<file path="src/rtl/mem_bus_pkg.sv">
// Shared types and constants for the two-master memory arbiter.
//   state_e     : arbiter FSM states
//   master_id_t : index of a requesting master (0 or 1)
//   widths and default parameter values used by mem_arbiter
package mem_bus_pkg;

  typedef enum logic [1:0] {
    StIdle,
    StGrant,
    StResp
  } state_e;

  typedef logic master_id_t;

  localparam int unsigned ADDR_W  = 32;
  localparam int unsigned DATA_W  = 32;
  localparam int unsigned WSTRB_W = 4;
  // Wide enough for the largest legal TIMEOUT (255).
  localparam int unsigned CNT_W   = 8;

  localparam int unsigned       DEF_TIMEOUT       = 64;
  localparam logic [DATA_W-1:0] DEF_TIMEOUT_RDATA = 32'h0000_0000;

endpackage

</file>
<file path="src/rtl/mem_arbiter_if.sv">
// Bus bundle between two masters, the arbiter and a memory controller.
//   m0_* / m1_* : master request (valid/addr/wdata/wstrb) and response (ready/rdata)
//   mem_*       : forwarded request to the memory controller and its completion
//   timeout_err : one-cycle pulse when the memory controller fails to respond
// Modports:
//   slave  : the arbiter's view (accepts master requests, drives memory side)
//   master : the environment's view (masters plus memory controller)
interface mem_arbiter_if;
  import mem_bus_pkg::*;

  logic               m0_valid;
  logic               m0_ready;
  logic [ADDR_W-1:0]  m0_addr;
  logic [DATA_W-1:0]  m0_wdata;
  logic [WSTRB_W-1:0] m0_wstrb;
  logic [DATA_W-1:0]  m0_rdata;

  logic               m1_valid;
  logic               m1_ready;
  logic [ADDR_W-1:0]  m1_addr;
  logic [DATA_W-1:0]  m1_wdata;
  logic [WSTRB_W-1:0] m1_wstrb;
  logic [DATA_W-1:0]  m1_rdata;

  logic               mem_valid;
  logic               mem_ready;
  logic [ADDR_W-1:0]  mem_addr;
  logic [DATA_W-1:0]  mem_wdata;
  logic [WSTRB_W-1:0] mem_wstrb;
  logic [DATA_W-1:0]  mem_rdata;

  logic               timeout_err;

  modport slave (
    input  m0_valid, m0_addr, m0_wdata, m0_wstrb,
    input  m1_valid, m1_addr, m1_wdata, m1_wstrb,
    input  mem_ready, mem_rdata,
    output m0_ready, m0_rdata, m1_ready, m1_rdata,
    output mem_valid, mem_addr, mem_wdata, mem_wstrb,
    output timeout_err
  );

  modport master (
    output m0_valid, m0_addr, m0_wdata, m0_wstrb,
    output m1_valid, m1_addr, m1_wdata, m1_wstrb,
    output mem_ready, mem_rdata,
    input  m0_ready, m0_rdata, m1_ready, m1_rdata,
    input  mem_valid, mem_addr, mem_wdata, mem_wstrb,
    input  timeout_err
  );

endinterface

</file>
<file path="src/rtl/rr_arbiter2.sv">
// Two-way round-robin arbiter.
//   req0_i / req1_i : request lines
//   advance_i       : commit the current grant as the new "last granted" master
//   grant_o         : combinational winner for the current requests
// last_grant resets to master 1 so master 0 wins the first tie.
module rr_arbiter2
  import mem_bus_pkg::*;
(
  input  logic       clk,
  input  logic       reset,
  input  logic       req0_i,
  input  logic       req1_i,
  input  logic       advance_i,
  output master_id_t grant_o
);

  master_id_t last_grant_q;

  always_comb begin
    if (req0_i && req1_i) begin
      grant_o = ~last_grant_q;
    end else if (req1_i) begin
      grant_o = 1'b1;
    end else begin
      grant_o = 1'b0;
    end
  end

  always_ff @(posedge clk or posedge reset) begin
    if (reset) begin
      last_grant_q <= 1'b1;
    end else if (advance_i && (req0_i || req1_i)) begin
      last_grant_q <= grant_o;
    end
  end

endmodule

</file>
<file path="src/rtl/mem_arbiter.sv">
// Two-master to one-memory arbiter with round-robin tie break and response timeout.
//   clk, reset : clock and asynchronous active-high reset
//   bus        : mem_arbiter_if.slave carrying both master ports, the memory port
//                and timeout_err
// One transaction at a time: IDLE picks a winner and issues, GRANT waits for
// mem_ready (or TIMEOUT cycles), RESP pulses the winner's ready. All outputs are
// registered.
module mem_arbiter
  import mem_bus_pkg::*;
#(
  parameter int unsigned        TIMEOUT       = DEF_TIMEOUT,
  parameter logic [DATA_W-1:0]  TIMEOUT_RDATA = DEF_TIMEOUT_RDATA
) (
  input logic          clk,
  input logic          reset,
  mem_arbiter_if.slave bus
);

  localparam logic [CNT_W-1:0] TimeoutCnt = CNT_W'(TIMEOUT);

  state_e             state_q, state_d;
  master_id_t         gnt_q, gnt_d;
  logic [CNT_W-1:0]   cnt_q, cnt_d;
  logic               mem_valid_q, mem_valid_d;
  logic [ADDR_W-1:0]  mem_addr_q, mem_addr_d;
  logic [DATA_W-1:0]  mem_wdata_q, mem_wdata_d;
  logic [WSTRB_W-1:0] mem_wstrb_q, mem_wstrb_d;
  logic               m0_ready_q, m0_ready_d;
  logic               m1_ready_q, m1_ready_d;
  logic [DATA_W-1:0]  m0_rdata_q, m0_rdata_d;
  logic [DATA_W-1:0]  m1_rdata_q, m1_rdata_d;
  logic               terr_q, terr_d;

  master_id_t         arb_grant;
  logic               arb_advance;
  logic               finish;
  logic [DATA_W-1:0]  resp_rdata;

  rr_arbiter2 u_rr (
    .clk       (clk),
    .reset     (reset),
    .req0_i    (bus.m0_valid),
    .req1_i    (bus.m1_valid),
    .advance_i (arb_advance),
    .grant_o   (arb_grant)
  );

  always_comb begin
    state_d     = state_q;
    gnt_d       = gnt_q;
    cnt_d       = cnt_q;
    mem_valid_d = mem_valid_q;
    mem_addr_d  = mem_addr_q;
    mem_wdata_d = mem_wdata_q;
    mem_wstrb_d = mem_wstrb_q;
    m0_ready_d  = 1'b0;
    m1_ready_d  = 1'b0;
    m0_rdata_d  = m0_rdata_q;
    m1_rdata_d  = m1_rdata_q;
    terr_d      = 1'b0;
    arb_advance = 1'b0;
    finish      = 1'b0;
    resp_rdata  = '0;

    unique case (state_q)
      StIdle: begin
        if (bus.m0_valid || bus.m1_valid) begin
          arb_advance = 1'b1;
          gnt_d       = arb_grant;
          mem_valid_d = 1'b1;
          mem_addr_d  = arb_grant ? bus.m1_addr  : bus.m0_addr;
          mem_wdata_d = arb_grant ? bus.m1_wdata : bus.m0_wdata;
          mem_wstrb_d = arb_grant ? bus.m1_wstrb : bus.m0_wstrb;
          cnt_d       = CNT_W'(1);
          // Previous response data is dropped once a new transaction owns the bus.
          m0_rdata_d  = '0;
          m1_rdata_d  = '0;
          state_d     = StGrant;
        end
      end
      StGrant: begin
        // mem_ready takes priority over an expiring count in the same cycle.
        if (bus.mem_ready) begin
          finish     = 1'b1;
          resp_rdata = bus.mem_rdata;
        end else if (cnt_q >= TimeoutCnt) begin
          finish     = 1'b1;
          resp_rdata = TIMEOUT_RDATA;
          terr_d     = 1'b1;
        end else begin
          cnt_d = cnt_q + CNT_W'(1);
        end
        if (finish) begin
          mem_valid_d = 1'b0;
          state_d     = StResp;
          if (gnt_q) begin
            m1_ready_d = 1'b1;
            m1_rdata_d = resp_rdata;
          end else begin
            m0_ready_d = 1'b1;
            m0_rdata_d = resp_rdata;
          end
        end
      end
      StResp: begin
        state_d = StIdle;
      end
      default: begin
        state_d = StIdle;
      end
    endcase
  end

  always_ff @(posedge clk or posedge reset) begin
    if (reset) begin
      state_q     <= StIdle;
      gnt_q       <= 1'b0;
      cnt_q       <= '0;
      mem_valid_q <= 1'b0;
      mem_addr_q  <= '0;
      mem_wdata_q <= '0;
      mem_wstrb_q <= '0;
      m0_ready_q  <= 1'b0;
      m1_ready_q  <= 1'b0;
      m0_rdata_q  <= '0;
      m1_rdata_q  <= '0;
      terr_q      <= 1'b0;
    end else begin
      state_q     <= state_d;
      gnt_q       <= gnt_d;
      cnt_q       <= cnt_d;
      mem_valid_q <= mem_valid_d;
      mem_addr_q  <= mem_addr_d;
      mem_wdata_q <= mem_wdata_d;
      mem_wstrb_q <= mem_wstrb_d;
      m0_ready_q  <= m0_ready_d;
      m1_ready_q  <= m1_ready_d;
      m0_rdata_q  <= m0_rdata_d;
      m1_rdata_q  <= m1_rdata_d;
      terr_q      <= terr_d;
    end
  end

  assign bus.mem_valid   = mem_valid_q;
  assign bus.mem_addr    = mem_addr_q;
  assign bus.mem_wdata   = mem_wdata_q;
  assign bus.mem_wstrb   = mem_wstrb_q;
  assign bus.m0_ready    = m0_ready_q;
  assign bus.m1_ready    = m1_ready_q;
  assign bus.m0_rdata    = m0_rdata_q;
  assign bus.m1_rdata    = m1_rdata_q;
  assign bus.timeout_err = terr_q;

endmodule

</file>
<file path="src/flat_wrapper.sv">
// flat-port wrapper written by rule: the top's interface ports become plain ports
module mem_arbiter_flat import mem_bus_pkg::*;
#(
  parameter int unsigned        TIMEOUT       = DEF_TIMEOUT,
  parameter logic [DATA_W-1:0]  TIMEOUT_RDATA = DEF_TIMEOUT_RDATA
)
  (clk, reset, bus_m0_valid, bus_m0_addr, bus_m0_wdata, bus_m0_wstrb, bus_m1_valid, bus_m1_addr, bus_m1_wdata, bus_m1_wstrb, bus_mem_ready, bus_mem_rdata, bus_m0_ready, bus_m0_rdata, bus_m1_ready, bus_m1_rdata, bus_mem_valid, bus_mem_addr, bus_mem_wdata, bus_mem_wstrb, bus_timeout_err);
  mem_arbiter_if bus_i ();
  input logic clk;
  input logic reset;
  input wire logic [$bits(bus_i.m0_valid)-1:0] bus_m0_valid;
  input wire logic [$bits(bus_i.m0_addr)-1:0] bus_m0_addr;
  input wire logic [$bits(bus_i.m0_wdata)-1:0] bus_m0_wdata;
  input wire logic [$bits(bus_i.m0_wstrb)-1:0] bus_m0_wstrb;
  input wire logic [$bits(bus_i.m1_valid)-1:0] bus_m1_valid;
  input wire logic [$bits(bus_i.m1_addr)-1:0] bus_m1_addr;
  input wire logic [$bits(bus_i.m1_wdata)-1:0] bus_m1_wdata;
  input wire logic [$bits(bus_i.m1_wstrb)-1:0] bus_m1_wstrb;
  input wire logic [$bits(bus_i.mem_ready)-1:0] bus_mem_ready;
  input wire logic [$bits(bus_i.mem_rdata)-1:0] bus_mem_rdata;
  output wire logic [$bits(bus_i.m0_ready)-1:0] bus_m0_ready;
  output wire logic [$bits(bus_i.m0_rdata)-1:0] bus_m0_rdata;
  output wire logic [$bits(bus_i.m1_ready)-1:0] bus_m1_ready;
  output wire logic [$bits(bus_i.m1_rdata)-1:0] bus_m1_rdata;
  output wire logic [$bits(bus_i.mem_valid)-1:0] bus_mem_valid;
  output wire logic [$bits(bus_i.mem_addr)-1:0] bus_mem_addr;
  output wire logic [$bits(bus_i.mem_wdata)-1:0] bus_mem_wdata;
  output wire logic [$bits(bus_i.mem_wstrb)-1:0] bus_mem_wstrb;
  output wire logic [$bits(bus_i.timeout_err)-1:0] bus_timeout_err;
  assign bus_i.m0_valid = bus_m0_valid;
  assign bus_i.m0_addr = bus_m0_addr;
  assign bus_i.m0_wdata = bus_m0_wdata;
  assign bus_i.m0_wstrb = bus_m0_wstrb;
  assign bus_i.m1_valid = bus_m1_valid;
  assign bus_i.m1_addr = bus_m1_addr;
  assign bus_i.m1_wdata = bus_m1_wdata;
  assign bus_i.m1_wstrb = bus_m1_wstrb;
  assign bus_i.mem_ready = bus_mem_ready;
  assign bus_i.mem_rdata = bus_mem_rdata;
  assign bus_m0_ready = bus_i.m0_ready;
  assign bus_m0_rdata = bus_i.m0_rdata;
  assign bus_m1_ready = bus_i.m1_ready;
  assign bus_m1_rdata = bus_i.m1_rdata;
  assign bus_mem_valid = bus_i.mem_valid;
  assign bus_mem_addr = bus_i.mem_addr;
  assign bus_mem_wdata = bus_i.mem_wdata;
  assign bus_mem_wstrb = bus_i.mem_wstrb;
  assign bus_timeout_err = bus_i.timeout_err;
  mem_arbiter #(.TIMEOUT(TIMEOUT), .TIMEOUT_RDATA(TIMEOUT_RDATA)) u_core (.clk(clk), .reset(reset), .bus(bus_i));
endmodule
</file>
<file path="config.mk">
export PLATFORM = sky130hd
export DESIGN_NAME = mem_arbiter_flat
export DESIGN_NICKNAME = d
export VERILOG_FILES = /design/src/rtl/mem_bus_pkg.sv /design/src/rtl/mem_arbiter_if.sv /design/src/rtl/rr_arbiter2.sv /design/src/rtl/mem_arbiter.sv /design/src/flat_wrapper.sv
export SDC_FILE = /design/constraint.sdc
export NUM_CORES = 1
export LEC_CHECK = 0
export CAP_MARGIN = 20
export CORE_ASPECT_RATIO = 0.7
export CORE_MARGIN = 5
export CORE_UTILIZATION = 42
export DETAILED_ROUTE_END_ITERATION = 8
export GPL_TIMING_DRIVEN = 1
export PLACE_DENSITY = 0.79
export SETUP_SLACK_MARGIN = 0.1
export SKIP_LAST_GASP = 1
export SYNTH_ARGS = -nofsm -noshare
export SYNTH_HDL_FRONTEND = slang
export SYNTH_SLANG_ARGS = --single-unit
</file>
<file path="constraint.sdc">
create_clock -name clk -period 6.2 [get_ports clk]
set_input_delay 1.24 -clock clk [delete_from_list [all_inputs] [get_ports clk]]
set_output_delay 1.24 -clock clk [all_outputs]
set_load 0.01 [all_outputs]
</file>
==> results by group <==
Outcome
  – Status: complete, no violations

Clocking
  – CTS max path bufs: 2
  – Setup bufs post-CTS: 0
  – Clock Sinks: 148
  – Post-CTS Resized: 0
  – CTS tree: done
  – Clock buffer count from CTS: 17
  – Hold_buf cts: 0
  – Clock root cell: clkbuf_16
  – CTS H-tree lvls: 4
  – CTS clk-pin slew, worst paths: around 0.060 ns
  – Skew-Pair Late Insertion Delay: 0.41 ns

Layout
  – Layout cells sized above 1: about 9.1%
  – Ant. Diodes: 0
  – Filler cells: 1250
  – Final Instance Area: 0.01058 mm²
  – Layout area overhead: 55.94%
  – Final-stage net count: 1072

Worst setup path
  – Worst path slowest cell: buf_4
  – Crit-path cells: clkdlybuf4s50_1 > nor2_4 > buf_4 > nor2_1 > mux2_2
  – Max incr delay on CP: 0.72 ns
  – Crit path arrival time: 3.49 ns
  – CP endpoint kind: flop
  – Worst setup SP type: input port
  – Max FO, Critical Path: 85
  – Data required, critical path: 6.49 ns
  – WS Path Type: in2reg

Yosys
  – Synth top area cells: dfrtp_1 54%, o21ai_0 15%, mux2i_1 10%
  – Cells after synthesis: 633
  – Seq/Total Area, Yosys: ~55%
  – Most frequent cell after synthesis: o21ai_0
  – Synth cell count leaders: 199 x o21ai_0, 147 x dfrtp_1, 71 x mux2i_1, 59 x clkbuf_1
  – Largest area contributor in the netlist: dfrtp_1
  – Async SR Flop Fraction: 100.0%
  – Mapped cell area: 0.006784 mm²
  – Synth Register Bits: 148
  – Top FF cell, synth: dfrtp_1
  – Post-synthesis net count: 807
  – Synth cell types: 35
  – Syn. warnings: 0
  – Post-synth EDFFs: 0
  – Area share of the largest cell type after synthesis: a little over half
  – Avg Synthesized Cell Area: 10.72 µm²

Drt
  – Via-to-Cell Ratio: around 5.6
  – Via count: slightly above 6000
  – Average wire per standard cell: between 20 and 25 µm
  – TritonRoute pass-1 iters: 5
  – Post-route ant nets: 0
  – Starting DRT DRC Count: 415
  – Post-route DRC: 0
  – Detailed Route WL: between 20000 and 25000 µm

Timing
  – Worst-Margin Slew: 1.143 ns
  – Relative slew slack: between 20% and 30%
  – Pins Over Slew Limit: 0
  – Setup TNS: 0 ns
  – Peak Freq: between 300 and 400 MHz
  – Skew final: 0.01358 ns
  – RSZ-0062 raised after global routing: no
  – Hold Fails Final Rpt: 0
  – Finish-stage setup viols: 0
  – Fin crit share: 51.57%
  – Post-layout min period: 3.197 ns

Die
  – Die Wd: 161.9 µm
  – Initial Utilization: 43.24%
  – Core Region: 0.01569 mm²
  – I/O Pins: 309
  – Row count: 38
  – Die H: 116.3 µm
  – Die ar.: approximately 0.019 mm²

Pwr
  – Pwr dens: 457.2 mW/mm²
  – Peak VDD IR: approximately 0.36 mV
  – Lkg Pwr: 4.453 nW

GRT
  – Pin count of the biggest net entering global routing: approximately 110
  – GRT Residual Overflow: 0
  – First-pass GRT wire length: around 35000 µm
  – Initial antenna violation count: 0
  – Vias in the first global route: 6248
  – All-Layer GR Usage: 23.34%

Placed design
  – Detailed Place HPWL: 15120 µm
  – Routability Congestion: around 0.8
  – Dpl cell area: 0.009932 mm²
  – Buffers on Ports: 308

Min path
  – HP Class: reg2reg

Flow run
  – Max Cap Viol: 0
[sequential cells by signal, indices dropped and copies added (netlist names), 2 cells and up]
name	flops
u_core.cnt_q	8
u_core.state_q	2
u_core.bus.m1_rdata	32
u_core.bus.m0_rdata	32
u_core.bus.mem_wdata	32
u_core.bus.mem_wstrb	4
u_core.bus.mem_addr	32
[per-stage QoR]
| stage | total power, mW | setup WS (ns) | hold slack, ns | cells | utilization (%) |
|---|---|---|---|---|---|
| 6_report | 4.837 | 3.003 | 0.4960 | 1111 | 67.42 |
| 5_1_grt | 5.120 | 2.896 | 0.5257 | 1111 | 67.42 |
| 4_1_cts | 4.860 | 2.894 | 0.5007 | 1109 | 67.07 |
| 3_5_place_dp | 3.802 | 2.456 | 0.4878 | 1077 | 63.30 |
| 3_3_place_gp | 3.764 | 2.520 | 0.4813 | 1077 | 63.30 |
| 2_1_floorplan | 2.591 | 0.9820 | 0.5009 | 633 | - |
[layout make-up]
cell class	instances	area, µm²	area share [%]
Multi-Input combinational cell	410	2813	26.59
Sequential cell	148	3706	35.03
Timing Repair Buffer	317	3198	30.23
Clock inverter	12	145.1	1.372
Tap cell	200	250.2	2.365
Clock buffer	20	446.7	4.222
Inverter	4	20.02	0.1892
[path summary, 6_finish.rpt]
| check | end | depth (start not counted) | start | slack, ns |
|---|---|---|---|---|
| setup / recovery | u_core.gnt_q | 5 | bus_m0_valid | 3.00 |
| setup reg to reg | u_core.gnt_q | 4 | u_core.state_q[1] | 4.02 |
| max in group asynchronous | u_core.bus.mem_addr[1] | 4 | reset | 3.83 |
| min in group asynchronous | u_core.bus.mem_wdata[0] | 2 | reset | 1.09 |
| hold / removal | u_core.bus.mem_valid | 1 | u_core.bus.mem_valid | 0.50 |
| hold reg to reg | u_core.bus.mem_valid | 1 | u_core.bus.mem_valid | 0.50 |
[metal layers]
metal,up-vias,GRT usage (%),share of wire (%)
met5,-,0,0
met3,18,8.924,9.7
met1,3044,30.11,41
met2,279,37.72,48
li1,2892,-,-
met4,0,5.690,1.5
[power breakdown]
group / internal [mW] / total [mW] / leakage, nW / switching [mW]
Clock: 0.612 / 1.04 / 0.282 / 0.424
Sequential: 1.38 / 1.60 / 1.91 / 0.220
Combinational: 1.11 / 2.20 / 2.26 / 1.09
[cell usage in the layout (no fill, tap or decap), types with 3 or more instances in the layout]
cell type,netlist,layout
o21a_1,3,3
clkdlybuf4s50_1,0,307
nand2_1,4,4
dfrtp_1,147,146
mux2i_1,71,71
nand4_1,32,32
inv_6,0,5
a31o_2,32,32
o21ai_1,4,4
nand3_1,5,5
and4b_1,32,32
clkbuf_16,0,17
inv_1,4,3
clkinv_4,0,4
o21ai_0,199,199
nor3_1,3,3
buf_4,0,6
[critical path: cells and delay by family]
kind | cells | cell delay [ns]
mux | 1 | 0.35
simple gates | 2 | 0.64
buf+inv | 2 | 1.21
[kinds of logic after synthesis]
group           after synthesis  synth area share (%)
compound gates              244                 20.01
fa+ha+maj                     1                0.1844
buf+inv                      75                 4.352
simple gates                 92                 10.03
mux                          73                 10.81
flops                       148                 54.61
Note: power is estimated with default switching activity, not from simulation.
